## config.mk

```make
export PLATFORM = sky130hd
export DESIGN_NAME = serial_addsub
export DESIGN_NICKNAME = d
export VERILOG_FILES = /design/src/rtl/serial_addsub.sv
export SDC_FILE = /design/constraint.sdc
export NUM_CORES = 1
export LEC_CHECK = 0
export CORE_MARGIN = 4
export CORE_UTILIZATION = 40
export DETAILED_ROUTE_END_ITERATION = 10
export GPL_ROUTABILITY_DRIVEN = 0
export PLACE_DENSITY_LB_ADDON = 0.1
export SYNTH_ARGS = -nofsm -noshare
export SYNTH_HDL_FRONTEND = slang
export SYNTH_SLANG_ARGS = --single-unit
```

## constraint.sdc

```tcl
create_clock -name clk -period 9.08 [get_ports clk]
set_clock_uncertainty 0.2 [all_clocks]
set_input_delay 2.27 -clock clk [delete_from_list [all_inputs] [get_ports clk]]
set_output_delay 2.27 -clock clk [all_outputs]
set_load 0.01 [all_outputs]
```

## src/rtl/serial_addsub.sv

```systemverilog
// Digit-serial adder/subtractor: one DIGIT-wide slice reused over WIDTH/DIGIT cycles,
// LSB digit first, with a start/busy/done handshake.
module serial_addsub #(
  parameter int unsigned WIDTH = 16,
  parameter int unsigned DIGIT = 4
) (
  input  logic             clk,
  input  logic             rst_n,
  input  logic             start,
  input  logic             sub,
  input  logic [WIDTH-1:0] a,
  input  logic [WIDTH-1:0] b,
  input  logic             cin,
  output logic             busy,
  output logic             done,
  output logic [WIDTH-1:0] sum,
  output logic             cout,
  output logic             ovf
);

  localparam int unsigned NSTEP = WIDTH / DIGIT;
  localparam int unsigned StepW = (NSTEP > 1) ? $clog2(NSTEP) : 1;
  localparam int unsigned DigW  = DIGIT + 1;
  localparam logic [StepW-1:0] LastStep = StepW'(NSTEP - 1);

  if (WIDTH % DIGIT != 0) begin : gen_bad_digit
    $error("serial_addsub: WIDTH must be a multiple of DIGIT");
  end

  typedef enum logic [1:0] {StIdle, StRun, StDone} state_e;

  state_e             state_q;
  logic [WIDTH-1:0]   a_q;
  logic [WIDTH-1:0]   b_q;
  logic [WIDTH-1:0]   shadow_q;
  logic [WIDTH-1:0]   shadow_d;
  logic               carry_q;
  logic [StepW-1:0]   step_q;

  int unsigned        base;
  logic [DIGIT-1:0]   dig_a;
  logic [DIGIT-1:0]   dig_b;
  logic [DIGIT-1:0]   dig_sum;
  logic [DIGIT:0]     dig_ext;
  logic               dig_cout;
  logic               msb_cin;

  // Single digit slice; the carry into the top bit of the slice is recovered from the sum bit.
  always_comb begin
    base     = 32'(step_q) * DIGIT;
    dig_a    = a_q[base +: DIGIT];
    dig_b    = b_q[base +: DIGIT];
    dig_ext  = {1'b0, dig_a} + {1'b0, dig_b} + DigW'(carry_q);
    dig_sum  = dig_ext[DIGIT-1:0];
    dig_cout = dig_ext[DIGIT];
    msb_cin  = dig_sum[DIGIT-1] ^ dig_a[DIGIT-1] ^ dig_b[DIGIT-1];
    shadow_d = shadow_q;
    shadow_d[base +: DIGIT] = dig_sum;
  end

  always_ff @(posedge clk or negedge rst_n) begin
    if (!rst_n) begin
      state_q  <= StIdle;
      a_q      <= '0;
      b_q      <= '0;
      shadow_q <= '0;
      carry_q  <= 1'b0;
      step_q   <= '0;
      busy     <= 1'b0;
      done     <= 1'b0;
      sum      <= '0;
      cout     <= 1'b0;
      ovf      <= 1'b0;
    end else begin
      case (state_q)
        StIdle, StDone: begin
          done <= 1'b0;
          if (start) begin
            // Subtraction is a + ~b + ~cin, so fold the inversion in at latch time.
            a_q      <= a;
            b_q      <= sub ? ~b : b;
            carry_q  <= cin ^ sub;
            shadow_q <= '0;
            step_q   <= '0;
            busy     <= 1'b1;
            state_q  <= StRun;
          end else begin
            state_q <= StIdle;
          end
        end
        StRun: begin
          shadow_q <= shadow_d;
          carry_q  <= dig_cout;
          step_q   <= step_q + 1'b1;
          if (step_q == LastStep) begin
            sum     <= shadow_d;
            cout    <= dig_cout;
            ovf     <= dig_cout ^ msb_cin;
            busy    <= 1'b0;
            done    <= 1'b1;
            state_q <= StDone;
          end
        end
        default: state_q <= StIdle;
      endcase
    end
  end

endmodule
```

### Word level (Yosys, flattened, before mapping)

Index checks and enable logic that the tools add are counted.

* reduce and logical (&&, ||, !) cells: 8
* shift operators: 4
* add/sub/neg operators: 4
* bitwise gates (word level): 5
* muxes and demuxes: 16
* equal/unequal tests: 5

Operator list (count)
* 4-bit negation with 34-bit output: 1
* 4-bit by 34-bit variable shift with 16-bit output, first input constant: 1
* 4-bit by 34-bit indexed part select with 16-bit output: 1
* 16-bit 2-to-1 mux: 2
* 16-bit one-hot mux with 2 select lines: 1
* 16-bit by 5-bit indexed part select with 4-bit output: 2
* 16-bit bitwise mux: 1
* 16-bit inverter: 1
* 2-bit one-hot mux with 2 select lines: 2
* 2-bit AND reduction: 4
* 1-bit one-hot mux with 2 select lines: 3
* 4-bit by 4-bit adder with 5-bit output: 1
* 5-bit by 1-bit adder with 5-bit output: 1
* 1-bit 2-to-1 mux: 5
* 2-bit equality test, second input constant: 2
* 2-bit 2-to-1 mux: 2
* 2-bit inequality test, second input constant: 2
* 1-bit XOR: 4
* 3-bit AND reduction: 1
* 2-bit by 1-bit adder with 2-bit output, second input constant: 1
* 2-bit by 1-bit equality test with 1-bit output, second input constant: 1
* 2-bit logical NOT: 1
* 2-bit nonzero test: 1
* 2-bit OR reduction: 1

* input port bits: 37
* register bits: 73
* word-level logic and storage cells: 53

### Depth between registers and ports, before layout

* depth after elaboration: 6
* gate-level depth with buffers: 9
* gate-level depth less buffers: 8

### Worst setup path after synthesis

No wires, ideal clock.

* path type: input port to flip-flop
* from: in start
* to: reg a_q[12]
* cell stages on the path: 4
* arrival: 3.226 ns
* path buffers: 2
* setup slack: 5.527 ns
* data required time: 8.753 ns
* cells stage by stage: nand2b_1 -> clkbuf_1 -> clkbuf_1 -> mux2_1

* cells in the longest elaborated chain, start to end: 1

RTL lines
* start: declaration: line 9 `input logic start,`
* 2-bit AND reduction (no source line)
* end signal: assignment: line 64 `a_q <= '0;`
* end signal: assignment: line 80 `a_q <= a;`
* end: declaration: line 33 `logic [WIDTH-1:0] a_q;`

No other way between the ends.
A chain may end at the register's enable or synchronous reset.

### Final worst setup path

* from: in start
* to: reg shadow_q[6]

* cells in the longest elaborated chain, start to end: 2

RTL lines
* 2-bit inequality test (no source line)
* 2-bit AND reduction (no source line)
* end signal: assignment: line 92 `shadow_q <= shadow_d;`
* end: declaration: line 35 `logic [WIDTH-1:0] shadow_q;`

No other way between the ends.

==> impl_metrics.ini <==
[outcome]
status = finished clean

[worst_setup_path]
rr_worst_depth = 8
r2r-end = ovf
r2r_slack_ns = 5.29
critPathCaptureType = flop
worstPathCellList = clkdlybuf4s50_1, nand2b_2, nand2_1, o21ai_1, a22o_1
critPathLaunchType = input port
cpLargestDelayFamily = simple AND/OR/NAND/NOR gates
r2r_start = step_q[0]
slowest_stage = nand2b_2
required_ns = 9.11
worstPathMaxFanout = 54
path_buf_inv = 1
critical_path_class = input port to flop
crit_arrival_ns = 4.22
cp_slowest_stage_delay_ns = 0.56

[timing]
drv_slew = 0
report.final.hold_viol_count = 0
setup_viol = 0
layout_setup_ws_ns = 4.88
slew_headroom = 0.199
fin_crit_sh = 0.462
fmax_mhz = 238
rsz0062_at_grt = no
hold_ws_ns = 0.283
finalCriticalPeriod_ns = 4.20
tightest_slew_ns = 1.18
setup-tns-final_ns = 0

[global_route]
antenna_found_initial = 0
grt_pass1_vias = 2378
gr-total-overflow = 0
grt.total_usage = 0.150
grt_pass1_wl_um = 11800
grt_max_degree = 74

[logic_synthesis]
synth.ff_latch_count = 73
synth_cell_types = 29
synthArstFlopShare = 1.00
synth_cells = 299
synth_most_common_cell = dfrtp_1
synth_flop_cell = dfrtp_1
synth_common_cells = dfrtp_1, nand2_1, o21ai_1
syn_area_um2 = 3450
yosysWarnings = 0
synth_top_area_share = 0.529
syn_nets = 347
synth-edff-count = 0
synth_seq_area_share = 0.529
yosysTopAreaCell = dfrtp_1
synth_area_leaders = dfrtp_1, o21ai_1, mux2_1
synth_area_per_cell_um2 = 11.5

[route]
drt_iter0_markers = 63
wl_um = 6830
via_count = 2323
ant_nets = 0
wl_per_cell_um = 14.9
drt_pass1_iterations = 4
drc_errors = 0
vias_per_cell = 5.06

[cts]
ctsHoldBuffers = 0
clockBufferDepth = 2
tritoncts = yes
h-tree-depth = 3
clk-insertion-delay-late_ns = 0.34
clk_pin_slew_ns = 0.07
cts.sinks = 73
postCtsSetupBuffers = 0
cts_buffers = 9
cts_resized = 0
root_buffer = clkbuf_8

[pwr]
power.density_nw_per_um2 = 389
p_leak_nw = 1.80
vdd_ir_drop_max_v = 0.000236
power.total_mw = 1.64

[floorplan]
dieArea_um2 = 10200
die-height_um = 101
initial_utilization = 0.416
num_rows = 33
dieWidth_um = 101
ios = 57
coreArea_um2 = 8300

[place]
port_buffers = 56
post-dp-hpwl_um = 4680
place_area_um2 = 4070
pre_cts_ws_ns = 4.50

[worst_hold_path]
hold_path_startpoint = sum[6]
min_to = sum[6]
hold_path.class = flop to flop
hold_depth = 2

[job]
drv_cap = 0

[finish]
final_area_um2 = 4230
fillers = 781
fin_nets = 397
layout-area-overhead-vs-synth_pct = 22.6
drive_gt1_frac = 0.0819
antenna_cells = 0
-- worst max path at each step --
stage / cells after the start / slack [ns] / to / start
finish: 5 / 4.88 / shadow_q[6] / start
global route: 5 / 4.69 / shadow_q[6] / start
CTS: 5 / 4.86 / shadow_q[11] / start
detailed placement: 5 / 4.50 / shadow_q[6] / start
global placement: 5 / 4.53 / shadow_q[10] / start
floorplan: 4 / 5.53 / a_q[12] / start
-- sequential cells by signal, indices dropped and copies added (netlist names) --
register  count
shadow_q     16
b_q          16
a_q          16
step_q        2
done          1
sum          16
carry_q       1
state_q       2
ovf           1
busy          1
cout          1
-- layer usage --
layer,global-route usage,up-vias,share of wire,wire [µm]
li1,-,1150,-,-
met1,0.205,1100,0.47,3200
met2,0.226,60,0.46,3160
met3,0.0388,13,0.056,380
met4,0.0622,0,0.015,103
met5,0,-,0,0
-- placed cells by master (no fill, tap or decap), drive strengths merged, types with 3 or more instances in the layout --
| master | synthesis | final |
|---|---|---|
| a32o | 8 | 8 |
| mux4 | 8 | 8 |
| nor2b | 17 | 17 |
| inv | 3 | 3 |
| o21ai | 41 | 41 |
| a22o | 8 | 8 |
| mux2 | 16 | 16 |
| ha | 9 | 9 |
| dfrtp | 73 | 73 |
| xnor2 | 19 | 19 |
| clkinv | 0 | 4 |
| nand2 | 43 | 43 |
| a21oi | 18 | 18 |
| clkbuf | 15 | 12 |
| clkdlybuf4s50 | 0 | 55 |
| buf | 4 | 3 |
-- kinds of logic (layout without fill, tap and decap cells) --
| group | after synthesis | in the layout | share of synthesized area |
|---|---|---|---|
| AO/OA/AOI/OAI | 78 | 78 | 0.136 |
| AND/OR/NAND/NOR | 70 | 70 | 0.102 |
| adder cells (fa/ha/maj) | 11 | 11 | 0.0442 |
| multiplexers | 24 | 24 | 0.104 |
| buffers and inverters | 22 | 77 | 0.0268 |
| flip-flops | 73 | 73 | 0.529 |
| XOR/XNOR | 21 | 21 | 0.0573 |
-- per-stage QoR --
| step | cells | utilization |
|---|---|---|
| detailed placement | 443 | 0.491 |
| floorplan | 299 | - |
| global route | 459 | 0.510 |
| CTS | 459 | 0.510 |
| finish | 459 | 0.510 |
| global placement | 443 | 0.491 |
-- where the power goes --
part	switching, mW	internal, mW
clock network	0.115	0.0977
logic	0.499	0.384
registers	0.0888	0.461
total	0.702	0.942
-- worst reg2reg max path, delay by kind of cell, from the launching register on --
family | cells | cell delay (ns)
flops | 1 | 0.87
xor+xnor | 2 | 0.51
fa+ha+maj | 2 | 0.86
mux | 1 | 0.64
compound gates | 3 | 0.60
-- cell type report --
cell class / count / area (µm²) / share of cell area
multi-input cells: 204 / 1530 / 0.363
flip-flops and latches: 73 / 1830 / 0.432
clock buffers: 12 / 135 / 0.0320
inverters: 3 / 11.3 / 0.00266
clock inverters: 4 / 20.0 / 0.00473
repair buffers: 58 / 571 / 0.135
well taps: 105 / 131 / 0.0311
Note: power is estimated with default switching activity, not from simulation.
